## src/rtl/fir_step_sequencer.sv

```systemverilog
// Step sequencer for the systolic low-pass FIR: one LOAD/STEP/SETTLE/CAPTURE pass per
// accepted audio sample, plus zero-sample history flush, priming status and drop counting.
module fir_step_sequencer #(
  parameter int STEP_CYCLES   = 2,
  parameter int SETTLE_CYCLES = 1,
  parameter int NUM_TAPS      = 99,
  parameter int DROP_W        = 16
) (
  input  logic                clk,
  input  logic                rst_n,
  input  logic                new_sample,
  input  logic [15:0]         sample_in,
  input  logic                flush,
  input  logic                clear_drops,
  output logic [15:0]         filt_sample,
  output logic                filt_enable,
  input  logic [15:0]         filt_result,
  output logic [15:0]         out_sample,
  output logic                out_valid,
  output logic                primed,
  output logic                busy,
  output logic [DROP_W-1:0]   drop_count
);

  localparam int TMR_MAX = (STEP_CYCLES > SETTLE_CYCLES) ? STEP_CYCLES : SETTLE_CYCLES;
  localparam int TMR_W   = $clog2(TMR_MAX + 1);
  localparam int PRIME_W = $clog2(NUM_TAPS + 1);

  typedef enum logic [2:0] {
    IDLE,
    LOAD,
    STEP,
    SETTLE,
    CAPTURE
  } state_t;

  state_t             state;
  logic               flush_mode;
  logic               flush_pending;
  logic [15:0]        hold_sample;
  logic [TMR_W-1:0]   tmr;
  logic [PRIME_W-1:0] prime_cnt;
  logic [PRIME_W-1:0] flush_cnt;

  logic start_flush;
  logic accept;
  logic drop;

  assign start_flush = (state == IDLE) && (flush || flush_pending);
  assign accept      = (state == IDLE) && new_sample && !flush && !flush_pending;
  assign drop        = new_sample && !accept;
  assign busy        = (state != IDLE) || flush_pending;

  // NOTE: every register below is written with <= so all branches see pre-edge values;
  // mixing in blocking writes would make the result depend on statement order.
  always_ff @(posedge clk or negedge rst_n) begin
    if (!rst_n) begin
      state         <= IDLE;
      flush_mode    <= 1'b0;
      flush_pending <= 1'b0;
      hold_sample   <= '0;
      tmr           <= '0;
      prime_cnt     <= '0;
      flush_cnt     <= '0;
      filt_sample   <= '0;
      filt_enable   <= 1'b0;
      out_sample    <= '0;
      out_valid     <= 1'b0;
      primed        <= 1'b0;
      drop_count    <= '0;
    end else begin
      out_valid <= 1'b0;

      if (clear_drops)
        drop_count <= '0;
      else if (drop && (drop_count != '1))
        drop_count <= drop_count + 1'b1;

      // A flush arriving mid-sample waits for the sample to finish; flush mode ignores it.
      if (flush && (state != IDLE) && !flush_mode)
        flush_pending <= 1'b1;

      case (state)
        IDLE: begin
          if (start_flush) begin
            flush_mode    <= 1'b1;
            flush_pending <= 1'b0;
            flush_cnt     <= '0;
            prime_cnt     <= '0;
            primed        <= 1'b0;
            state         <= LOAD;
          end else if (accept) begin
            // sample_in is only guaranteed alongside the strobe, so hold it for LOAD.
            hold_sample <= sample_in;
            flush_mode  <= 1'b0;
            state       <= LOAD;
          end
        end

        LOAD: begin
          filt_sample <= flush_mode ? 16'h0000 : hold_sample;
          filt_enable <= 1'b1;
          tmr         <= '0;
          state       <= STEP;
        end

        STEP: begin
          if (tmr == TMR_W'(STEP_CYCLES - 1)) begin
            filt_enable <= 1'b0;
            tmr         <= '0;
            state       <= (SETTLE_CYCLES == 0) ? CAPTURE : SETTLE;
          end else begin
            tmr <= tmr + 1'b1;
          end
        end

        SETTLE: begin
          if (tmr == TMR_W'(SETTLE_CYCLES - 1))
            state <= CAPTURE;
          else
            tmr <= tmr + 1'b1;
        end

        CAPTURE: begin
          if (flush_mode) begin
            if (flush_cnt == PRIME_W'(NUM_TAPS - 1)) begin
              flush_mode <= 1'b0;
              state      <= IDLE;
            end else begin
              flush_cnt <= flush_cnt + 1'b1;
              state     <= LOAD;
            end
          end else begin
            out_sample <= filt_result;
            out_valid  <= 1'b1;
            if (prime_cnt != PRIME_W'(NUM_TAPS)) begin
              prime_cnt <= prime_cnt + 1'b1;
              if (prime_cnt == PRIME_W'(NUM_TAPS - 1))
                primed <= 1'b1;
            end
            state <= IDLE;
          end
        end

        default: state <= IDLE;
      endcase
    end
  end

endmodule
```

## config.mk

```make
export PLATFORM = sky130hd
export DESIGN_NAME = fir_step_sequencer
export DESIGN_NICKNAME = d
export VERILOG_FILES = /design/src/rtl/fir_step_sequencer.sv
export SDC_FILE = /design/constraint.sdc
export NUM_CORES = 1
export LEC_CHECK = 0
export CAP_MARGIN = 15
export CORE_ASPECT_RATIO = 1.75
export CORE_UTILIZATION = 35
export CTS_CLUSTER_SIZE = 40
export DETAILED_ROUTE_END_ITERATION = 7
export SYNTH_ARGS = -nofsm -noshare
export SYNTH_HDL_FRONTEND = slang
export SYNTH_SLANG_ARGS = --single-unit
export TNS_END_PERCENT = 100
```

## constraint.sdc

```tcl
create_clock -name clk -period 1.6 [get_ports clk]
set_input_delay 0.24 -clock clk [delete_from_list [all_inputs] [get_ports clk]]
set_output_delay 0.24 -clock clk [all_outputs]
set_load 0.01 [all_outputs]
```

==> impl_metrics.toml <==
[timing]
hold_violations = 0
fin_skew_ns = 0.00811
period_needed_ns = 1.70
drv_slew = 0
max_slew_margin_pct = 70.9
rsz0062_at_grt = "yes"
setup_viol = 50
fin_tns_setup_ns = -1.92
final.period_utilization_pct = 106
fmax_mhz = 590
worstMarginPinSlew_ns = 0.435
hold_ws_ns = 0.313
setup_ws_ns = -0.0963

[die]
dieHeight_microns = 147
io_pins = 89
die_area_sq_mm = 0.0125
fp.dieW_microns = 85.1
initial_core_util_pct = 36.3
coreArea_sq_mm = 0.0116
rows = 52

[drt]
vias = 3569
routed_via_density = 5.15
drt_pass1_iterations = 4
drc = 0
final_antenna_net_count = 0
wl_per_cell_microns = 16.3
drt-total-wl_microns = 11300
first_iter_violations = 188

[finish]
fin_util_pct = 56.7
antenna_cells = 0
nFillCells = 964
final_cell_mix = "dfrtp_1, clkdlybuf4s50_1, buf_4"
layout-drive-gt1-share_pct = 34.6
final_cells = 693
synthToLayoutAreaGrowth_pct = 56.1
nets = 598
final_common_cell = "dfrtp_1"

[clock_tree]
ctsRootBufferMaster = "clkbuf_16"
cts_made_buffers = 9
cts_tree = "done"
cts.sink_count = 88
path_clk_slew_ns = 0.06
clk_path_buf_depth = 2
cts_max_level = 3
clkLatencyLatePin_ns = 0.35

[outcome]
failed_checks = "setup timing"
status = "finished with violations"

[logic_synthesis]
ys_seq_area_share_pct = 52.1
synth.avg_cell_area_sq_um = 11.1
synthTopCellsByArea = "dfrtp_1, nand2_1, mux2_2"
synth_edf_count = 0
synth_top_area_share_pct = 52.1
ys.flop_type = "dfrtp_1"
synth-seq-cells = 88
syn_nets = 427
async_flop_share_pct = 100
ys_types = 53
yosysWarningCount = 0
syn_inst = 382
netlist_area_sq_mm = 0.00423
synth_top_area_cell = "dfrtp_1"

[flow_run]
drv_cap = 0

[global_route]
grtUsageTotal_pct = 18.2
grt_max_degree = 56
grt_pass1_vias = 3654
grt_first_pass_wirelength_microns = 17900
antenna_found_initial = 0
grt_overflow = 0

[worst_setup_path]
end_kind = "register"
r2r-start = "drop_count[13]"
cp-start-kind = "register"
cp_max_fo = 5
arrival_ns = 1.92
rrSetupSlack_ns = -0.1
r2r_cells = 6
crit_required_ns = 1.83
path_class = "register to register"
reg2reg_to = "drop_count[9]"

[min_path]
hp-class = "input pin to asynchronous set/reset pin"

[placed_design]
gp_congestion = 0.759
dpl.hpwl_microns = 7670
place_inst = 653
dp_worst_setup_slack_ns = -0.452
io_buffers = 88

[power_and_ir_drop]
ir_drop_uv = 515
power_density_mw_per_mm2 = 709
leakage_nw = 2.96
[layer usage]
layer	vias up	track usage, %	wire, microns
li1	1720	-	-
met1	1775	20.5	4370
met2	61	33.5	6390
met3	13	2.68	264
met4	0	7.54	267
met5	-	0	0
[sequential cells by signal, summed over array words and instances, names as in the netlist]
name,flops
drop_count,16
filt_enable,1
filt_sample,16
flush_cnt,7
flush_mode,1
flush_pending,1
hold_sample,16
out_sample,16
out_valid,1
prime_cnt,7
primed,1
state,3
tmr,2
[stage by stage]
stage                     cell area (sq um)  total power [W]
after global routing                   6600          0.00485
after global placement                 5780          0.00254
after detailed placement               5780          0.00255
after floorplan                        4280          0.00236
after CTS                              6290          0.00472
final                                  6600          0.00468
[cells by family after synthesis]
family,count (synthesis),share of synthesized area (%)
buffers and inverters,29,3.43
XOR/XNOR,1,0.207
AND/OR/NAND/NOR,138,17.9
multiplexers,39,11.1
AO/OA/AOI/OAI,79,13.0
flip-flops,88,52.1
adder cells (fa/ha/maj),8,2.37
[final cells by class]
class	count	area [sq um]	area share (%)
clock inverter	7	77.6	1.18
inverter	13	48.8	0.740
clock buffer	9	225	3.41
sequential	88	2210	33.5
tap	135	169	2.56
timing repair buffer	175	1660	25.2
multi-input combinational	266	2200	33.4
[cell usage after synthesis (2+ instances only)]
cell type  instances
mux2_4             8
and4_1             2
or4_1             14
and3_1             2
buf_4              2
o21ai_0           26
nor2_1            14
o2111ai_2          2
o41ai_1            4
dfrtp_1           88
nor3_1             2
ha_1               8
a211oi_1           2
and2_1             3
o211ai_1           8
nand2_1           55
mux2_2            16
o31ai_1            9
mux2_1            14
nand4_1            5
a21oi_1           16
nand3_1           13
nor2b_1            4
o21a_1             3
buf_6              3
nor4_1             3
nand2b_1           5
clkbuf_1           6
or3_1              6
inv_1             12
buf_2              5
[worst max-delay path by stage]
stage	start	end
global placement	flush	drop_count[7]
detailed placement	flush	drop_count[7]
finish	drop_count[13]	drop_count[9]
CTS	state[2]	busy
global route	state[0]	drop_count[4]
floorplan	state[0]	out_sample[10]
[where the power goes]
part / total (W) / switching (W) / internal, W
logic: 0.000266 / 0.000114 / 0.000152
registers: 0.00226 / 0.0000142 / 0.00224
clock network: 0.00215 / 0.000923 / 0.00123
[critical path, stage by stage (launching register included)]
cell and delay [ns]:
dfrtp_1 0.39, buf_6 0.12, nand4_4 0.13, nor4_4 0.05
buf_4 0.17, a2111oi_4 0.39, mux2_4 0.33
[what timing repair did]
action	in CTS	in global routing
endpoints found under the hold margin	15	0
pin swaps	19	32
resized for setup	49	44
hold buffers	1	0
buffers inserted	14	11
endpoints found under the setup margin	74	64
gates cloned	0	2
Power figures use the tool's default switching activity.
